--- src/rtl/aes_pkg.sv ---
// Shared AES-128 key-schedule definitions: S-box table, GF(2^8) xtime, FSM states
// and sizing constants.
package aes_pkg;

    localparam int NR    = 10;
    localparam int KEY_W = 128;

    localparam logic [7:0] RCON_INIT = 8'h01;

    typedef enum logic [1:0] {
        ST_IDLE,
        ST_EXPAND,
        ST_DONE
    } ks_state_t;

    localparam logic [7:0] SBOX [0:255] = '{
        8'h63, 8'h7c, 8'h77, 8'h7b, 8'hf2, 8'h6b, 8'h6f, 8'hc5, 8'h30, 8'h01, 8'h67, 8'h2b, 8'hfe, 8'hd7, 8'hab, 8'h76,
        8'hca, 8'h82, 8'hc9, 8'h7d, 8'hfa, 8'h59, 8'h47, 8'hf0, 8'had, 8'hd4, 8'ha2, 8'haf, 8'h9c, 8'ha4, 8'h72, 8'hc0,
        8'hb7, 8'hfd, 8'h93, 8'h26, 8'h36, 8'h3f, 8'hf7, 8'hcc, 8'h34, 8'ha5, 8'he5, 8'hf1, 8'h71, 8'hd8, 8'h31, 8'h15,
        8'h04, 8'hc7, 8'h23, 8'hc3, 8'h18, 8'h96, 8'h05, 8'h9a, 8'h07, 8'h12, 8'h80, 8'he2, 8'heb, 8'h27, 8'hb2, 8'h75,
        8'h09, 8'h83, 8'h2c, 8'h1a, 8'h1b, 8'h6e, 8'h5a, 8'ha0, 8'h52, 8'h3b, 8'hd6, 8'hb3, 8'h29, 8'he3, 8'h2f, 8'h84,
        8'h53, 8'hd1, 8'h00, 8'hed, 8'h20, 8'hfc, 8'hb1, 8'h5b, 8'h6a, 8'hcb, 8'hbe, 8'h39, 8'h4a, 8'h4c, 8'h58, 8'hcf,
        8'hd0, 8'hef, 8'haa, 8'hfb, 8'h43, 8'h4d, 8'h33, 8'h85, 8'h45, 8'hf9, 8'h02, 8'h7f, 8'h50, 8'h3c, 8'h9f, 8'ha8,
        8'h51, 8'ha3, 8'h40, 8'h8f, 8'h92, 8'h9d, 8'h38, 8'hf5, 8'hbc, 8'hb6, 8'hda, 8'h21, 8'h10, 8'hff, 8'hf3, 8'hd2,
        8'hcd, 8'h0c, 8'h13, 8'hec, 8'h5f, 8'h97, 8'h44, 8'h17, 8'hc4, 8'ha7, 8'h7e, 8'h3d, 8'h64, 8'h5d, 8'h19, 8'h73,
        8'h60, 8'h81, 8'h4f, 8'hdc, 8'h22, 8'h2a, 8'h90, 8'h88, 8'h46, 8'hee, 8'hb8, 8'h14, 8'hde, 8'h5e, 8'h0b, 8'hdb,
        8'he0, 8'h32, 8'h3a, 8'h0a, 8'h49, 8'h06, 8'h24, 8'h5c, 8'hc2, 8'hd3, 8'hac, 8'h62, 8'h91, 8'h95, 8'he4, 8'h79,
        8'he7, 8'hc8, 8'h37, 8'h6d, 8'h8d, 8'hd5, 8'h4e, 8'ha9, 8'h6c, 8'h56, 8'hf4, 8'hea, 8'h65, 8'h7a, 8'hae, 8'h08,
        8'hba, 8'h78, 8'h25, 8'h2e, 8'h1c, 8'ha6, 8'hb4, 8'hc6, 8'he8, 8'hdd, 8'h74, 8'h1f, 8'h4b, 8'hbd, 8'h8b, 8'h8a,
        8'h70, 8'h3e, 8'hb5, 8'h66, 8'h48, 8'h03, 8'hf6, 8'h0e, 8'h61, 8'h35, 8'h57, 8'hb9, 8'h86, 8'hc1, 8'h1d, 8'h9e,
        8'he1, 8'hf8, 8'h98, 8'h11, 8'h69, 8'hd9, 8'h8e, 8'h94, 8'h9b, 8'h1e, 8'h87, 8'he9, 8'hce, 8'h55, 8'h28, 8'hdf,
        8'h8c, 8'ha1, 8'h89, 8'h0d, 8'hbf, 8'he6, 8'h42, 8'h68, 8'h41, 8'h99, 8'h2d, 8'h0f, 8'hb0, 8'h54, 8'hbb, 8'h16
    };

    // Multiply by x in GF(2^8), reduction polynomial 0x11B
    function automatic logic [7:0] xtime(input logic [7:0] b);
        return {b[6:0], 1'b0} ^ (b[7] ? 8'h1b : 8'h00);
    endfunction

endpackage

--- src/rtl/aes_sbox.sv ---
// Combinational AES S-box byte lookup.
module aes_sbox
    import aes_pkg::*;
(
    input  logic [7:0] data,
    output logic [7:0] sub
);

    assign sub = SBOX[data];

endmodule

--- src/rtl/aes_key_sched_ctrl.sv ---
// Iterative AES-128 key schedule: one round key per cycle into an 11-entry buffer
// with a registered read port. Define KEYSCHED_RD_GUARD_EN for the rd_err read guard.
module aes_key_sched_ctrl
    import aes_pkg::*;
(
    input  logic             clk,
    input  logic             rst,
    input  logic [KEY_W-1:0] key_in,
    input  logic             key_load,
    output logic             key_ready,
    output logic             busy,
    output logic             keys_valid,
    output logic [3:0]       gen_count,
    input  logic             rd_en,
    input  logic [3:0]       rd_round,
    output logic [KEY_W-1:0] rd_key
`ifdef KEYSCHED_RD_GUARD_EN
    ,
    output logic             rd_err
`endif
);

    localparam logic [3:0] LAST_ROUND = 4'(NR);

    ks_state_t        state;
    logic [3:0]       round;
    logic [7:0]       rcon;
    logic [KEY_W-1:0] prev_p0;
    logic [KEY_W-1:0] key_buf [0:NR];

    logic             load_acc;
    logic             wr_en;
    logic [3:0]       wr_idx;
    logic [KEY_W-1:0] wr_data;
    logic [31:0]      rot_w;
    logic [31:0]      sub_w;
    logic [31:0]      w0, w1, w2, w3;

    assign load_acc = key_load && key_ready;

    // Stage p0: shared SubWord/RotWord/Rcon step on the previous round key
    assign rot_w = {prev_p0[23:0], prev_p0[31:24]};

    for (genvar i = 0; i < 4; i++) begin : g_subword
        aes_sbox u_sbox (
            .data (rot_w[8*i +: 8]),
            .sub  (sub_w[8*i +: 8])
        );
    end

    assign w0 = prev_p0[127:96] ^ sub_w ^ {rcon, 24'h0};
    assign w1 = w0 ^ prev_p0[95:64];
    assign w2 = w1 ^ prev_p0[63:32];
    assign w3 = w2 ^ prev_p0[31:0];

    assign wr_en   = load_acc || (state == ST_EXPAND);
    assign wr_idx  = load_acc ? 4'd0 : round;
    assign wr_data = load_acc ? key_in : {w0, w1, w2, w3};

    always_ff @(posedge clk or posedge rst) begin
        if (rst) begin
            state      <= ST_IDLE;
            round      <= 4'd0;
            rcon       <= RCON_INIT;
            gen_count  <= 4'd0;
            key_ready  <= 1'b1;
            busy       <= 1'b0;
            keys_valid <= 1'b0;
        end else begin
            case (state)
                ST_IDLE, ST_DONE: begin
                    if (load_acc) begin
                        state      <= ST_EXPAND;
                        round      <= 4'd1;
                        rcon       <= RCON_INIT;
                        gen_count  <= 4'd1;
                        key_ready  <= 1'b0;
                        busy       <= 1'b1;
                        keys_valid <= 1'b0;
                    end
                end
                ST_EXPAND: begin
                    rcon      <= xtime(rcon);
                    round     <= round + 4'd1;
                    gen_count <= gen_count + 4'd1;
                    if (round == LAST_ROUND) begin
                        state      <= ST_DONE;
                        key_ready  <= 1'b1;
                        busy       <= 1'b0;
                        keys_valid <= 1'b1;
                    end
                end
                default: begin
                    state     <= ST_IDLE;
                    key_ready <= 1'b1;
                    busy      <= 1'b0;
                end
            endcase
        end
    end

    // Stage p1: buffer write and working-register update (data, no reset)
    always_ff @(posedge clk) begin
        if (wr_en) begin
            key_buf[wr_idx] <= wr_data;
            prev_p0         <= wr_data;
        end
    end

`ifdef KEYSCHED_RD_GUARD_EN
    logic rd_bad;
    assign rd_bad = (rd_round > LAST_ROUND) || (rd_round >= gen_count);
`endif

    // Stage p1: registered read port; a same-cycle write is not visible until the next read
    always_ff @(posedge clk or posedge rst) begin
        if (rst) begin
            rd_key <= '0;
`ifdef KEYSCHED_RD_GUARD_EN
            rd_err <= 1'b0;
`endif
        end else begin
`ifdef KEYSCHED_RD_GUARD_EN
            rd_err <= rd_en && rd_bad;
            if (rd_en) begin
                rd_key <= rd_bad ? '0 : key_buf[rd_round];
            end
`else
            if (rd_en) begin
                rd_key <= (rd_round > LAST_ROUND) ? '0 : key_buf[rd_round];
            end
`endif
        end
    end

endmodule
--- config.mk ---
export PLATFORM = sky130hd
export DESIGN_NAME = aes_key_sched_ctrl
export DESIGN_NICKNAME = d
export VERILOG_FILES = /design/src/rtl/aes_pkg.sv /design/src/rtl/aes_sbox.sv /design/src/rtl/aes_key_sched_ctrl.sv
export SDC_FILE = /design/constraint.sdc
export NUM_CORES = 2
export LEC_CHECK = 0
export CORE_MARGIN = 1
export CORE_UTILIZATION = 53
export CTS_CLUSTER_DIAMETER = 120
export DETAILED_ROUTE_END_ITERATION = 7
export MAX_ROUTING_LAYER = met4
export PLACE_DENSITY = 0.71
export SLEW_MARGIN = 20
export SYNTH_ARGS = -nofsm -noshare
export SYNTH_HDL_FRONTEND = slang
export SYNTH_SLANG_ARGS = --single-unit
--- constraint.sdc ---
create_clock -name clk -period 16.27 [get_ports clk]
set_input_delay 4.881 -clock clk [delete_from_list [all_inputs] [get_ports clk]]
set_output_delay 4.881 -clock clk [all_outputs]
set_load 0.05 [all_outputs]
### Yosys cells after proc, flatten, opt, wreduce, memory -nomap -nowiden

Memories as Yosys holds them, arrays and structs flattened.
Cells that the tools add are included.
W data, S select, Z words.

* multipliers: 0
* bitwise logic cells: 10
* reductions and logical operators: 8
* equal/unequal tests: 5
* add/sub/neg operators: 2
* shift operators: 0
* $lt $le $gt $ge: 5
* muxes and demuxes: 29
* divide/modulo/power cells: 0

Operators by type and width (number)
* $mux W128: 2
* $xor A32 B32 Y32: 5
* $mux W8: 9
* $ge A9 B9 Y1 const B: 4
* $not A8 Y9: 4
* $pmux W4 S2: 2
* $pmux W8 S2: 1
* $add A4 B1 Y4 const B: 2
* $mux W4: 2
* $xor A8 B5 Y8: 1
* $mux W1: 6
* $pmux W1 S2: 3
* $mux W5: 1
* $eq A4 B4 Y1 const B: 1
* $gt A4 B4 Y1 const B: 1
* $mux W2: 2
* $pmux W2 S2: 1
* $reduce_and A2 Y1: 2
* $reduce_and A3 Y1: 1
* $eq A2 B1 Y1 const B: 1
* $eq A2 B2 Y1 const B: 1
* $logic_not A2 Y1: 1
* $ne A2 B1 Y1 const B: 1
* $ne A2 B2 Y1 const B: 1
* other kinds (4): 4

* latch bits: 0
* ROM bits: 8192
* bits in writable memories: 1408
* output and inout bits: 135
* memories kept: 5
* flip-flop bits (word level): 277
* logic and storage cells: 73

Memory list
* (name not given): words 256, bits a word 8, read ports 1, clocked after Yosys merged registers in 0, write ports 0, line aes_sbox.sv:9 `assign sub = SBOX[data];`
* (name not given): words 256, bits a word 8, read ports 1, clocked after Yosys merged registers in 0, write ports 0, line aes_sbox.sv:9
* (name not given): words 256, bits a word 8, read ports 1, clocked after Yosys merged registers in 0, write ports 0, line aes_sbox.sv:9
* (name not given): words 256, bits a word 8, read ports 1, clocked after Yosys merged registers in 0, write ports 0, line aes_sbox.sv:9
* key_buf: words 11, bits a word 128, read ports 1, clocked after Yosys merged registers in 0, write ports 1, line aes_key_sched_ctrl.sv:29 `logic [KEY_W-1:0] key_buf [0:NR];`

### Longest topological paths before layout

* depth in word-level cells: 10
* mapped depth: 15

### Hierarchy

Synthesis repeated with hierarchy kept, for this count alone.

* cell total of the unflattened synthesis: 5293
* area, all modules: 77495.6 sq um

Modules (own cells, without submodules)
* aes_key_sched_ctrl: seq. area each 49855.3 sq um, cells each 3265, area each 64778.4 sq um, times used 1
* aes_sbox: seq. area each 0.0 sq um, cells each 507, area each 3179.3 sq um, times used 4

### Least setup slack after synthesis

No wires, ideal clock.

* path type: input -> register
* from: input port key_load
* to: memory key_buf[8][0], enable pin
* arrival time: 17.690 ns
* library setup time: 0.929 ns
* stages: 6
* setup slack: -2.349 ns
* cell sequence: and2_1 > clkbuf_1 > clkbuf_1 > nor2_1 > nand2_1 > nor4_1

* longest elaborated chain between the ends: 4
* elaborated cells on any way between the ends: 5

RTL lines
* from (decl): line aes_key_sched_ctrl.sv:9 `input logic key_load,`
* $logic_and A1 B1 Y1 *: line aes_key_sched_ctrl.sv:39 `assign load_acc = key_load && key_ready;`
* $logic_or A1 B1 Y1: line aes_key_sched_ctrl.sv:56 `assign wr_en = load_acc || (state == ST_EXPAND);`
* $mux W1: line aes_key_sched_ctrl.sv:104 `if (wr_en) begin`
* $mux W1 (implied by the code): line aes_key_sched_ctrl.sv:105 `key_buf[wr_idx] <= wr_data;`
* to (decl): line aes_key_sched_ctrl.sv:29

Every way passes the cells marked *; elsewhere a longest branch is shown, timed or not.

### Worst setup path after layout

* from: input port key_load
* to: memory key_buf[6][95], enable pin

The elaborated chain is that of the path after synthesis.

==> flow_summary.yaml <==
logic_synthesis:
  yosysMostFrequentCell: "sky130_fd_sc_hd__edfxtp_1"
  yosys_most_used_dff: "sky130_fd_sc_hd__edfxtp_1"
  netlist_instances: 5923
  async_reset_ff_share_pct: 8.843
  biggest_area_contributors_in_the_synthesized_netlist: "sky130_fd_sc_hd__edfxtp_1, sky130_fd_sc_hd__mux4_2, sky130_fd_sc_hd__dfrtp_1, sky130_fd_sc_hd__mux2i_1, sky130_fd_sc_hd__o21ai_0"
  main_combinational_cell_family_by_area_after_synthesis: "multiplexers"
  synth.net_count: 6122
  synth_area_in_xor_xnor_pct: 2.556
  synth.mux.area_fraction_pct: 11.60
  synth_compound_gate_area_share_pct: 11.34
  synth_largest_area_cell: "sky130_fd_sc_hd__edfxtp_1"
  synth_top_cells_by_count: "sky130_fd_sc_hd__edfxtp_1, sky130_fd_sc_hd__nand2_1, sky130_fd_sc_hd__nor2_1, sky130_fd_sc_hd__o21ai_0, sky130_fd_sc_hd__a21oi_1"
  syn_area_sq_um: 80280
  synth_sequential_area_ratio_pct: 62.10
  yosys.area_share.simple_pct: 7.855
  synth_top_area_share_pct: 57.46
  synth_fa_ha_area_share_pct: 0.9819
  avgSynthCellArea_sq_um: 13.55
  synth_edf_count: 1536
  ys_warn_count: 0
  ys_ff_latch: 1685
  synth_cell_types: 102
sta:
  post-route-min-period_ns: 8.069
  maxSlewViolCount: 0
  slew-limit-headroom_pct: 15.07
  setup_violations: 0
  pin_slew_with_the_least_headroom_to_its_limit_ns: 1.274
  grt_setup_unrepaired: "false"
  timing.final.ws_setup_ns: 8.201
  min_period_over_period_pct: 49.59
  whs_ns: 0.5273
  hold_viol_final: 0
  fmax_ghz: 0.1239
  setup_tns_after_final_layout_ns: 0
  fin_worst_skew_ns: 0.07558
grt:
  initial_antenna_violation_count: 6
  global_route.overflow_total: 0
  number_of_global_route_vias_before_repair: 52513
  grt_start_max_net_pins: 118
  grt_first_pass_wirelength_um: 377700
  grt.total_usage_pct: 35.42
clock_network:
  clk_latency_ns: 0.85
  cts-root-to-sink-buffers: 3
  cts.htree.levels: 4
  setup_repair_bufs_after_cts: 0
  ctsRootBufferMaster: "sky130_fd_sc_hd__clkbuf_16"
  cts_tree: "yes"
  clk_pin_slew_ns: 0.06
  cts_sinks: 1685
  post_cts_resize_count: 0
  ctsHoldBuffers: 0
  number_of_buffers_created_by_cts: 167
placement:
  place.gp.congestion: 1.036
  hpwlAfterDp_um: 167300
  numPortBuffers: 270
  dp_worst_setup_slack_ns: 7.502
route:
  drt_iter0_drcs: 8103
  drt-total-wl_um: 264800
  drt-wirelength-per-cell_um: 32.25
  drt_first_pass_iters: 6
  post_drt_via_cell_ratio: 6.742
  route.vias.total: 55342
  drc: 0
  detail-route-antenna-nets: 0
critical_path:
  timing.critical_path.arrival_ns: 8.48
  timing.critical_path.from_type: "input pin"
  worst_ep_required_time_ns: 16.68
  timing_worst_setup_path_type: "in -> reg"
  reg2reg_slack_ns: 9.79
  path_max_fanout: 43
  crit_path_end_kind: "flop"
floorplanning:
  chipWidth_um: 391.2
  row_count: 142
  floorplan.die_area_sq_um: 153000
  die_y_um: 391.2
  area_of_the_core_sq_um: 150100
  floorplan.initialDensity_pct: 53.47
  io_pins: 271
final_layout:
  design.final.nets: 6247
  fill_cells: 11235
  layout-drive-gt1-share_pct: 13.25
  area_growth_pct: 12.82
  post-route-util_pct: 60.33
job:
  maxCapViolCount: 0
status:
  run_status: "finished, final reports clean"
hold_path:
  class_of_the_tightest_hold_or_removal_check: "reg -> reg"
-- critical path, cell delays in order --
cell and delay (ns):
sky130_fd_sc_hd__clkdlybuf4s50_1 0.49, sky130_fd_sc_hd__and2_4 0.22, sky130_fd_sc_hd__nor2_1 0.26, sky130_fd_sc_hd__nand3b_1 0.36
sky130_fd_sc_hd__nor2_4 0.65, sky130_fd_sc_hd__buf_4 0.73, sky130_fd_sc_hd__buf_4 0.78
-- per-stage QoR --
step	instance area [sq um]	instances
after floorplan	80280	5923
after global placement	84890	7895
after detailed placement	84900	7895
after CTS	90530	8205
after global routing	90570	8209
final	90570	8209
-- flip-flops by register name (all words and copies together) (netlist names) --
signal,cells
prev_p0,128
rd_key,128
keys_valid,1
rcon,8
busy,1
round,4
state,2
key_ready,1
gen_count,4
key_buf,1408
-- cells by family after synthesis --
logic type,count (synthesis)
flops,1685
compound gates,1411
simple gates,1344
buf+inv,677
mux,579
xor+xnor,164
fa+ha+maj,63
-- path summary, 6_finish.rpt --
kind	cells after the start	start	to
min	2	rd_key[79]	rd_key[79]
max	7	key_load	key_buf[6][95]
max reg2reg	11	prev_p0[3]	key_buf[0][14]
min in group asynchronous	2	rst	rd_key[108]
max in group asynchronous	3	rst	busy
min reg2reg	2	rd_key[79]	rd_key[79]
-- layer usage --
metal	track usage (%)	vias up	share of wire [%]	wire (um)
met4	10.35	0	3.1	8222
li1	-	23143	-	-
met3	9.247	510	13	33430
met1	49.11	27890	39	103800
met2	51.65	3799	45	119300
met5	-	-	0	0
-- cell type report --
| type | instances | area, sq um | share of cell area, % |
|---|---|---|---|
| well taps | 2016 | 2522 | 2.785 |
| clock buffers | 238 | 4721 | 5.212 |
| multi-input cells | 3561 | 27730 | 30.62 |
| diodes | 4 | 10.01 | 0.01105 |
| repair buffers | 453 | 4134 | 4.564 |
| flip-flops and latches | 1685 | 49860 | 55.05 |
| inverters | 180 | 683.2 | 0.7543 |
| clock inverters | 72 | 912.1 | 1.007 |
-- cell usage in the layout, fill, tap and decap left out, types with 153 or more instances in the layout --
master | synthesis | final
sky130_fd_sc_hd__o22ai_1 | 153 | 153
sky130_fd_sc_hd__clkdlybuf4s50_1 | 0 | 265
sky130_fd_sc_hd__mux4_2 | 279 | 279
sky130_fd_sc_hd__o21ai_0 | 354 | 328
sky130_fd_sc_hd__buf_4 | 24 | 180
sky130_fd_sc_hd__mux2i_1 | 280 | 279
sky130_fd_sc_hd__inv_1 | 170 | 167
sky130_fd_sc_hd__nand2_1 | 405 | 402
sky130_fd_sc_hd__nor2_1 | 386 | 380
sky130_fd_sc_hd__clkbuf_16 | 0 | 171
sky130_fd_sc_hd__edfxtp_1 | 1536 | 1536
sky130_fd_sc_hd__a21oi_1 | 343 | 335
Power is left out: the tool's default activity adds up to more than one toggle a clock period on the data nets, which glitch-free logic cannot reach.
